$ cat config.mk
export PLATFORM = sky130hd
export DESIGN_NAME = writeback_stage
export DESIGN_NICKNAME = d
export VERILOG_FILES = /design/src/rtl/writeback_stage_pkg.sv /design/src/rtl/writeback_stage_load_extender.sv /design/src/rtl/writeback_stage_mux.sv /design/src/rtl/writeback_stage.sv
export SDC_FILE = /design/constraint.sdc
export NUM_CORES = 1
export LEC_CHECK = 0
export BUFFER_PORTS_ARGS = -buffer_cell sky130_fd_sc_hd__buf_2
export CAP_MARGIN = 20
export CORE_AREA = 2 2 114 116
export CTS_CLUSTER_DIAMETER = 30
export DETAILED_ROUTE_END_ITERATION = 10
export DIE_AREA = 0 0 116 118
export SLEW_MARGIN = 5
export SYNTH_ARGS = -nofsm -noshare
export SYNTH_HDL_FRONTEND = slang
export SYNTH_SLANG_ARGS = --single-unit
$ cat constraint.sdc
create_clock -name i_clk -period 3.34 [get_ports i_clk]
set_input_delay 0.334 -clock i_clk [delete_from_list [all_inputs] [get_ports i_clk]]
set_output_delay 0.334 -clock i_clk [all_outputs]
set_load 0.01 [all_outputs]
$ cat src/rtl/writeback_stage_pkg.sv
// writeback_stage_pkg: encodings shared by the writeback stage and its helpers
package writeback_stage_pkg;
    localparam logic [1:0] WB_SRC_MEM  = 2'd0;
    localparam logic [1:0] WB_SRC_ALU  = 2'd1;
    localparam logic [1:0] WB_SRC_LINK = 2'd2;
    localparam logic [1:0] DST_RT   = 2'd0;
    localparam logic [1:0] DST_RD   = 2'd1;
    localparam logic [1:0] DST_ZERO = 2'd2;
    localparam logic [1:0] DST_LINK = 2'd3;
    localparam logic [1:0] MEM_BYTE = 2'd0;
    localparam logic [1:0] MEM_HALF = 2'd1;
    localparam logic [1:0] MEM_WORD = 2'd2;
endpackage

$ cat src/rtl/writeback_stage_load_extender.sv
// load_extender: little-endian sub-word lane extraction with sign or zero extension
module load_extender
    import writeback_stage_pkg::*;
#(
    parameter int NBITS = 32
) (
    input  logic [NBITS-1:0] word,
    input  logic [1:0]       lsb,
    input  logic [1:0]       size,
    input  logic             is_unsigned,
    output logic [NBITS-1:0] data
);
    logic [7:0]       b;
    logic [15:0]      h;
    logic [NBITS-1:0] eb;
    logic [NBITS-1:0] eh;
    assign b = word[{lsb, 3'b000} +: 8];
    // Misaligned halves drop lsb[0] and read the containing aligned half.
    assign h = word[{lsb[1], 4'b0000} +: 16];
    mux2 #(.W(NBITS)) u_byte (
        .in0({{(NBITS-8){b[7]}}, b}),
        .in1({{(NBITS-8){1'b0}}, b}),
        .sel(is_unsigned),
        .out(eb)
    );
    mux2 #(.W(NBITS)) u_half (
        .in0({{(NBITS-16){h[15]}}, h}),
        .in1({{(NBITS-16){1'b0}}, h}),
        .sel(is_unsigned),
        .out(eh)
    );
    assign data = size == MEM_BYTE ? eb : size == MEM_HALF ? eh : word;
endmodule

$ cat src/rtl/writeback_stage_mux.sv
// writeback_stage_mux: generic 2- and 4-input multiplexers
module mux2 #(
    parameter int W = 32
) (
    input  logic [W-1:0] in0,
    input  logic [W-1:0] in1,
    input  logic         sel,
    output logic [W-1:0] out
);
    assign out = sel ? in1 : in0;
endmodule

module mux4 #(
    parameter int W = 32
) (
    input  logic [W-1:0] in0,
    input  logic [W-1:0] in1,
    input  logic [W-1:0] in2,
    input  logic [W-1:0] in3,
    input  logic [1:0]   sel,
    output logic [W-1:0] out
);
    assign out = sel[1] ? (sel[0] ? in3 : in2) : (sel[0] ? in1 : in0);
endmodule

$ cat src/rtl/writeback_stage.sv
// writeback_stage: MEM/WB register plus writeback source/destination select and retire counter
module writeback_stage
    import writeback_stage_pkg::*;
#(
    parameter int NBITS     = 32,
    parameter int NREG_BITS = 5,
    parameter int LINK_REG  = 31,
    parameter int CNT_BITS  = 32
) (
    input  logic                 i_clk,
    input  logic                 i_rst,
    input  logic                 i_stall,
    input  logic                 i_flush,
    input  logic                 i_valid,
    input  logic [NBITS-1:0]     i_ALU_rslt,
    input  logic [NBITS-1:0]     i_data,
    input  logic [NBITS-1:0]     i_pc_link,
    input  logic [1:0]           i_addr_lsb,
    input  logic [1:0]           i_flg_mem_size,
    input  logic                 i_flg_unsigned,
    input  logic [1:0]           i_flg_wb_src,
    input  logic [1:0]           i_flg_ALU_dst,
    input  logic [NREG_BITS-1:0] i_rd,
    input  logic [NREG_BITS-1:0] i_rt,
    input  logic                 i_flg_reg_wr_en,
    output logic [NBITS-1:0]     o_wr_data,
    output logic [NREG_BITS-1:0] o_reg_sel,
    output logic                 o_wr_en,
    output logic                 o_valid,
    output logic [CNT_BITS-1:0]  o_retired_cnt
);
    localparam logic [NREG_BITS-1:0] LINK_IDX = NREG_BITS'(LINK_REG);
    logic [NBITS-1:0]     ld_data;
    logic [NBITS-1:0]     wb_data;
    logic [NREG_BITS-1:0] dst;
    logic                 held;
    logic                 load;
    load_extender #(.NBITS(NBITS)) u_ext (
        .word(i_data),
        .lsb(i_addr_lsb),
        .size(i_flg_mem_size),
        .is_unsigned(i_flg_unsigned),
        .data(ld_data)
    );
    mux4 #(.W(NBITS)) u_src (
        .in0(ld_data),
        .in1(i_ALU_rslt),
        .in2(i_pc_link),
        .in3(i_ALU_rslt),
        .sel(i_flg_wb_src),
        .out(wb_data)
    );
    mux4 #(.W(NREG_BITS)) u_dst (
        .in0(i_rt),
        .in1(i_rd),
        .in2('0),
        .in3(LINK_IDX),
        .sel(i_flg_ALU_dst),
        .out(dst)
    );
    assign held = i_stall & ~i_flush;
    assign load = ~i_flush & i_valid;
    // Bubbles and flushes keep the old data/index; only valid and strobe drop.
    always_ff @(posedge i_clk) begin
        if (i_rst) begin
            o_wr_data     <= '0;
            o_reg_sel     <= '0;
            o_wr_en       <= 1'b0;
            o_valid       <= 1'b0;
            o_retired_cnt <= '0;
        end else if (!held) begin
            o_valid       <= load;
            o_wr_en       <= load & i_flg_reg_wr_en & (dst != '0);
            o_retired_cnt <= o_retired_cnt + CNT_BITS'(o_valid);
            if (load) begin
                o_wr_data <= wb_data;
                o_reg_sel <= dst;
            end
        end
    end
endmodule
==> results of run 1 <==
## layer usage
layer,track usage (%),routed length [um]
met4,6.85,245
met2,38.0,7470
met1,26.2,6080
met3,6.54,1240
met5,0,0
## power groups by stage
stage | Sequential (mW) | Combinational (mW) | Clock [mW]
final | 0.881 | 0.334 | 0.994
after global routing | 0.883 | 0.368 | 1.06
after CTS | 0.881 | 0.336 | 1.02
after detailed placement | 0.899 | 0.335 | 0
after global placement | 0.899 | 0.327 | 0
after floorplan | 0.909 | 0.169 | 0
## how the worst max path moves through the flow
stage | from | endpoint | slack [ns] | cells after the start
floorplan | o_valid$_SDFFE_PP0N_ | o_retired_cnt[26]$_SDFFE_PP0N_ | 1.15 | 8
finish | o_retired_cnt[0]$_SDFFE_PP0N_ | o_retired_cnt[24]$_SDFFE_PP0N_ | 1.11 | 6
global placement | i_flg_wb_src[0] | o_wr_data[22]$_SDFFE_PP0P_ | 1.14 | 5
detailed placement | i_flg_wb_src[0] | o_wr_data[26]$_SDFFE_PP0P_ | 1.08 | 5
global route | o_valid$_SDFFE_PP0N_ | o_retired_cnt[24]$_SDFFE_PP0N_ | 0.94 | 6
CTS | o_valid$_SDFFE_PP0N_ | o_retired_cnt[24]$_SDFFE_PP0N_ | 1.11 | 6
## final cells by class
type	instances	area, um^2
clock inverter	5	56.3
multi-input combinational	397	2660
clock buffer	11	253
tap	172	215
timing repair buffer	197	1000
fill	1291	6780
inverter	7	26.3
sequential	71	1420
## logic make-up (layout without fill, tap and decap cells)
family,count (synthesis),after routing,share of synthesized area (%)
xor gates and xnor gates,9,9,1.84
muxes,20,20,6.67
DFF,71,71,33.1
and+or+nand+nor,169,169,20.9
buffers and inverters,53,220,5.13
AOI/OAI and AO/OA,196,196,31.5
adders and majority gates,3,3,0.874
## cell usage in the layout (no fill, tap or decap), drive strengths merged, types with 2 or more instances in the layout
cell / n
xnor2: 2
o221ai: 2
o21ai: 36
clkbuf: 11
nand2b: 4
a21o: 24
and4: 6
a221oi: 37
mux2: 9
nand4: 8
o31ai: 19
dfxtp: 71
inv: 7
nor2b: 13
clkinv: 3
nor4: 11
buf: 197
and2: 2
a22o: 12
nand2: 56
xor2: 7
o21bai: 4
nand3: 17
or3: 2
ha: 3
a21oi: 30
nor3: 2
a21bo: 2
a2bb2oi: 2
mux4: 6
or4: 11
and3: 6
o22ai: 6
mux2i: 5
nor2: 27
a31oi: 17
## worst register-to-register path: stages, from the launching register on
cell     delay (ns)
dfxtp_1        0.38
ha_1           0.23
ha_1           0.20
nand2_1        0.10
or3_4          0.49
nor4_1         0.36
mux2_2         0.37
## through the flow
stage / hold WS, ns / area (um^2) / utilization (%) / power, mW / setup slack [ns]
detailed placement: 0.448 / 5330 / 42.9 / 1.23 / 1.08
global route: 0.269 / 5630 / 45.4 / 2.31 / 0.943
finish: 0.257 / 5630 / 45.4 / 2.21 / 1.11
floorplan: 0.413 / 4300 / - / 1.08 / 1.15
CTS: 0.251 / 5630 / 45.4 / 2.24 / 1.11
global placement: 0.442 / 5330 / 42.9 / 1.23 / 1.14
## registers in the layout, summed over array words and instances (netlist names)
signal and count:
o_reg_sel 5, o_wr_en 1, o_wr_data 32, o_retired_cnt 32, o_valid 1
==> metrics.md, run 1 <==
| Metric | Value |
|---|---|
| Cts hold-fix bufs | 0 |
| Setup TNS | 0 ns |
| Tmin final | 2.23 ns |
| Path type of the worst min-delay path | input pin to flop |
| HP Start | i_flush |
| Pint | approximately 1.6 mW |
| Core Rows | 41 |
| Final Non-Filler Cells | 860 |
| Cts repair resizes | 0 |
| Wire per inst | 17.5 um |
| Worst path bufs/invs | 0 |
| Post-synthesis sequential area ratio | 33.1% |
| Worst VDD drop | between 0.00015 and 0.0002 V |
| Worst setup path class | flop to flop |
| Worst reg2reg path startpoint | o_retired_cnt[0]$_SDFFE_PP0N_ |
| Drt pass-1 iters | 7 |
| Worst slew pin tran | 1.01 ns |
| Total number of vias | 4795 |
| H-tree depth | 3 |
| Die Y-Extent | between 100 and 150 um |
| Distinct cells, synth | 52 |
| Clock sink count | 71 |
| Layout Skew | 0.00660 ns |
| Clock network fraction of total power | 45.0% |
| Detail Placement HPWL | 11200 um |
| Hold Fails Final Rpt | 0 |
| CP arrival | roughly 2.5 ns |
| Synth warnings | 0 |
| Sequential Power Share | between 30% and 40% |
| Crit-path max FO | 17 |
| Switching Fraction | 26.1% |
| RSZ-0062 raised after global routing | no |
| Routability cong. | 0.847 |
| Final max-slew violation count | 0 |
| Die ar. | approximately 0.014 mm^2 |
| CTS clk-pin slew, worst paths | roughly 0.060 ns |
| Synthesis-to-finish area growth | 31.2% |
| Avg Inst Size Synth | 8.24 um^2 |
| Slowest CP cell | or3_4 |
| Slew HR | 32.5% |
| Max cap viols | 0 |
| Gr usage total | 22.1% |
| Fmax | 0.448 GHz |
| Main synth FF type | dfxtp_1 |
| I/O Buffers | 191 |
| Hold Path End | o_valid$_SDFFE_PP0N_ |
| Worst EP required | 3.57 ns |
| Status | finished clean |
| Fraction of layout cells with a size suffix above 1 | 34.6% |
| Final WL | between 15000 and 20000 um |
| Switching pwr | 576 uW |
| Most frequent cell after synthesis | dfxtp_1 |
| Final worst-path cycle share | 66.8% |
| Postcts setup bufs | 0 |
| Die W | 116 um |
| Pwr dens | between 300 and 400 mW/mm^2 |
| Number of synthesized register bits | 71 |
| R2R depth | 6 |
| Core area | 0.0124 mm^2 |
| Initial Util | 34.6% |
| IO Pins | 192 |
| Largest cells by area after synthesis | dfxtp_1 33%, a221oi_1 7.5%, nand2_1 4.9% |
| Commonest cells in the netlist | 71 x dfxtp_1, 56 x nand2_1, 37 x a221oi_1 |
| Final antenna-violating net count | 0 |
| Delay-heaviest family, CP | simple AND/OR/NAND/NOR gates |
| Via/cell ratio | about 5.6 |
| Vias in the first global route | 4627 |
| Crit start category | flop |
| Worst-Skew Late Latency | roughly 0.34 ns |
| Synth top area share | 33.1% |
| N_diodes | 0 |
| Reg2reg setup slack | 1.11 ns |
| Drt initial violations | 208 |
| Static Leak | 2.46 nW |
| CP Cell Sequence | ha_1, ha_1, nand2_1, or3_4, nor4_1, mux2_2 |
| Global-route wire length before repair | 23900 um |
| R2r endpoint | o_retired_cnt[24]$_SDFFE_PP0N_ |
| Power share of the combinational group | 15.1% |
| Clk buf depth | 2 |
| Crit-path most repeated cell | ha_1 |
| Initial antenna violation count | 0 |
| CTS Buf Count | 9 |
| Synth area leader | dfxtp_1 |
| Max stage delay on crit path | between 0.4 and 0.5 ns |
| Nets@finish | around 810 |
| CTS tree | built |
| Critical Path End Type | flop |
| Gr ovfl total | 0 |
| Cell area after synthesis | 0.00430 mm^2 |
| Synthesized Nets | 645 |
| Number of enable flip-flop cells after synthesis | 0 |
| Final setup viols | 0 |
| Hold Path Stages | 2 |
| Drt drc | 0 |
| CTS root buf | clkbuf_16 |
| Pin count of the biggest net entering global routing | between 40 and 50 |
| Ys async rst share | 0% |
| Placed Instances | ~840 |
| Mapped Cells | 521 |
Power figures use the tool's default switching activity.
==> run 2, diff against run 1 <==
Settings changed: ABC_AREA set to 1, CORE_AREA 2 2 114 116 to 2 2 119 121, DIE_AREA 0 0 116 118 to 0 0 121 123.
Clock period 3.34 ns to 1.9 ns, I/O delays scaled along.
==> run 2 against run 1 <==
Compared with the run above:
- sequential cell count stayed put
- fmax rose by 34%
- register-to-register slack worse by 0.88 ns
- critical path type unchanged
==> metrics.md, run 2 <==
| Metric | Value |
|---|---|
| Biggest regs | o_retired_cnt x32, o_wr_data x32, o_reg_sel x5 (unchanged) |
| Hold Fails Final Rpt | 0 (unchanged) |
| Switching Fraction | 27.5% (was 26.1%) |
| CTS clk-pin slew, worst paths | 0.06 ns (about the same) |
| Final Non-Filler Cells | 1119 (was 860) |
| Clk buf depth | 2 (unchanged) |
| N_diodes | 0 (unchanged) |
| Worst EP required | 2.16 ns (was 3.57 ns) |
| I/O Buffers | 191 (unchanged) |
| Worst VDD drop | 0.000393 V (was 0.000188 V) |
| Cell area after synthesis | 0.00469 mm^2 (was 0.00430 mm^2) |
| IO Pins | 192 (unchanged) |
| CTS Buf Count | 9 (unchanged) |
| Reg2reg setup slack | 0.23 ns (was 1.11 ns) |
| WP depth | 9 (was 6) |
| Hold Path Stages | 3 (was 2) |
| Mapped Cells | 750 (was 521) |
| Core area | 0.0136 mm^2 (was 0.0124 mm^2) |
| Commonest cells in the netlist | 221 x nand2_1, 74 x inv_1, 71 x dfxtp_1, 71 x nor2_1, 56 x nand3_1 (was 71 x dfxtp_1, 56 x nand2_1, 37 x a221oi_1) |
| Gr usage total | 22.9% (was 22.1%) |
| Post-route cell area | 0.00616 mm^2 (was 0.00563 mm^2) |
| Total number of vias | 5524 (was 4795) |
| Hold WS | 0.156 ns (was 0.257 ns) |
| RSZ-0062 raised after global routing | no (unchanged) |
| Synthesis-to-finish area growth | 31.4% (was 31.2%) |
| Pwr dens | 664 mW/mm^2 (was 392 mW/mm^2) |
| Avg Inst Size Synth | 6.25 um^2 (was 8.24 um^2) |
| Vias in the first global route | 5202 (was 4627) |
| Layout Skew | 0.00887 ns (was 0.00660 ns) |
| Switching pwr | 1.13 mW (was 576 uW) |
| Setup WS post-layout | 0.230 ns (was 1.11 ns) |
| Pint | 2.96 mW (was 1.63 mW) |
| Number of fill cells | 1462 (was 1291) |
| Commonest non-fill, non-tap cell in the layout | nand2_1 (was buf_2) |
| Placed Instances | 1104 (was 844) |
| Most frequent cells in the layout | 221 x nand2_1, 191 x buf_2, 74 x inv_1 (was 191 x buf_2, 71 x dfxtp_1, 56 x nand2_1) |
| Core Rows | 43 (was 41) |
| Die W | 121 um (was 116 um) |
| Path type of the worst min-delay path | input pin to flop (unchanged) |
| Max stage delay on crit path | 0.35 ns (was 0.49 ns) |
| DP Area | 0.00583 mm^2 (was 0.00533 mm^2) |
| Final max-slew violation count | 0 (unchanged) |
| Worst setup path class | flop to flop (unchanged) |
| Final WL | 16700 um (was 15000 um) |
| Sequential Power Share | 38.6% (was 39.9%) |
| Worst-Skew Late Latency | 0.34 ns (about the same) |
| Number of synthesized register bits | 71 (unchanged) |
| Synthesized Nets | 874 (was 645) |
| Status | finished clean (unchanged) |
| Distinct cells, synth | 41 (was 52) |
| CTS tree | built (unchanged) |
| Number of enable flip-flop cells after synthesis | 0 (unchanged) |
| Gr ovfl total | 0 (unchanged) |
| Final setup viols | 0 (unchanged) |
| Power share of the combinational group | 17.0% (was 15.1%) |
| CP arrival | 1.93 ns (was 2.47 ns) |
| Final worst-path cycle share | 87.9% (was 66.8%) |
| Setup TNS | 0 ns (unchanged) |
| Synth warnings | 0 (unchanged) |
| Drt initial violations | 344 (was 208) |
| Crit-path max FO | 5 (was 17) |
| Pin count of the biggest net entering global routing | 40 (was 49) |
| Critical Path End Type | flop (unchanged) |
| Die Y-Extent | 123 um (was 118 um) |
| Crit start category | flop (unchanged) |
| Total power | 4.09 mW (was 2.21 mW) |
| Post-layout util | 45.2% (was 45.4%) |
| Most frequent cell after synthesis | nand2_1 (was dfxtp_1) |
| Tmin final | 1.67 ns (was 2.23 ns) |
| Die ar. | 0.0149 mm^2 (was 0.0137 mm^2) |
| Slowest CP cell | dfxtp_2 (was or3_4) |
| Ys async rst share | 0% (unchanged) |
| Drt pass-1 iters | 5 (was 7) |
| Nets@finish | 1059 (was 807) |
| Static Leak | 2.91 nW (was 2.46 nW) |
| Initial Util | 34.4% (was 34.6%) |
| Initial antenna violation count | 0 (unchanged) |
| Pre-CTS setup slack | 0.176 ns (was 1.08 ns) |
| CTS root buf | clkbuf_16 (unchanged) |
| Synth top area share | 30.3% (was 33.1%) |
| Clock sink count | 71 (unchanged) |
| Drt drc | 0 (unchanged) |
| H-tree depth | 3 (unchanged) |
| R2R depth | 9 (was 6) |
| Clock network fraction of total power | 44.5% (was 45.0%) |
| Fraction of layout cells with a size suffix above 1 | 28.9% (was 34.6%) |
| Slew HR | 59.7% (was 32.5%) |
| Synth area leader | dfxtp_1 (unchanged) |
| Delay-heaviest family, CP | simple AND/OR/NAND/NOR gates (unchanged) |
| CP Cell Sequence | ha_2, ha_4, nand2_1, inv_1, nand3_1, nor2_2, nand2_2, o21bai_1, nor3b_1 (was ha_1, ha_1, nand2_1, or3_4, nor4_1, mux2_2) |
| Fmax | 0.599 GHz (was 0.448 GHz) |
| Detail Placement HPWL | 13200 um (was 11200 um) |
| Post-synthesis sequential area ratio | 30.3% (was 33.1%) |
| Wire per inst | 14.9 um (was 17.5 um) |
| Via/cell ratio | 4.94 (was 5.58) |
| Main synth FF type | dfxtp_1 (unchanged) |
| Worst path bufs/invs | 1 (was 0) |
| Final antenna-violating net count | 0 (unchanged) |
| Worst slew pin tran | 0.604 ns (was 1.01 ns) |
| Routability cong. | 0.945 (was 0.847) |
| Max cap viols | 0 (unchanged) |
| Largest cells by area after synthesis | dfxtp_1 30%, nand2_1 18%, nand3_1 6.0% (was dfxtp_1 33%, a221oi_1 7.5%, nand2_1 4.9%) |
| Global-route wire length before repair | 26300 um (was 23900 um) |
run 2: cell count changes in the layout (fill, tap and decap cells not counted), moves of 12 or more:
cell      change
nand2_1     +165
inv_1        +67
nor2_1       +43
nand3_1      +40
a21o_1       -24
a21oi_1      +24
o21ai_0      +20
o31ai_1      -19
a31oi_1      -17
a221oi_1     -13
a22o_1       -12
nor2_2       +12
run 2: what timing repair did:
| item | CTS | global route |
|---|---|---|
| buffers inserted | 0 | 0 |
| endpoints found under the setup margin | 0 | 2 |
| resized for setup | 0 | 5 |
| hold buffers | 0 | 0 |
run 2: per-layer routing:
layer  global-route usage (%)  wire (um)  vias to the layer above
met1                     26.5       6990                     2460
met3                     6.83       1190                       28
met4                     8.36        529                        0
li1                         -          -                     2833
met5                        0          0                        -
met2                     40.0       7940                      203
run 2: final timing paths:
path                                                  endpoint                  from
worst min register to register            o_wr_en$_SDFFE_PP0N_  o_wr_en$_SDFFE_PP0N_
worst max-delay path            o_retired_cnt[12]$_SDFFE_PP0N_  o_valid$_SDFFE_PP0N_
worst max register to register  o_retired_cnt[12]$_SDFFE_PP0N_  o_valid$_SDFFE_PP0N_
worst min-delay path                o_wr_data[30]$_SDFFE_PP0P_        i_ALU_rslt[30]
run 2: layout make-up:
class | count | area [um^2] | area share [%]
Timing Repair Buffer | 210 | 1120 | 18.2
Inverter | 81 | 304 | 4.94
Clock buffer | 9 | 225 | 3.66
Sequential cell | 71 | 1420 | 23.1
Tap cell | 180 | 225 | 3.66
Multi-Input combinational cell | 562 | 2770 | 45.0
Clock inverter | 6 | 86.3 | 1.40
run 2: worst min-delay path, stage by stage:
cell and delay [ns]:
buf_2 0.07, a221oi_1 0.06, a21oi_1 0.13
run 2: logic make-up (layout without fill, tap and decap cells):
logic type | after synthesis | in the layout | synth area share (%)
flops | 71 | 71 | 30.3
simple gates | 391 | 391 | 36.1
buf+inv | 117 | 306 | 11.0
compound gates | 162 | 162 | 20.6
fa+ha+maj | 3 | 3 | 0.801
xor+xnor | 6 | 6 | 1.12
run 2: power by group through the flow:
stage,Clock [mW],Combinational (mW),Sequential [mW]
after floorplan,0,0.359,1.63
after global placement,0,0.699,1.61
after detailed placement,0,0.696,1.61
after CTS,1.87,0.698,1.58
after global routing,1.93,0.778,1.58
final,1.82,0.695,1.58
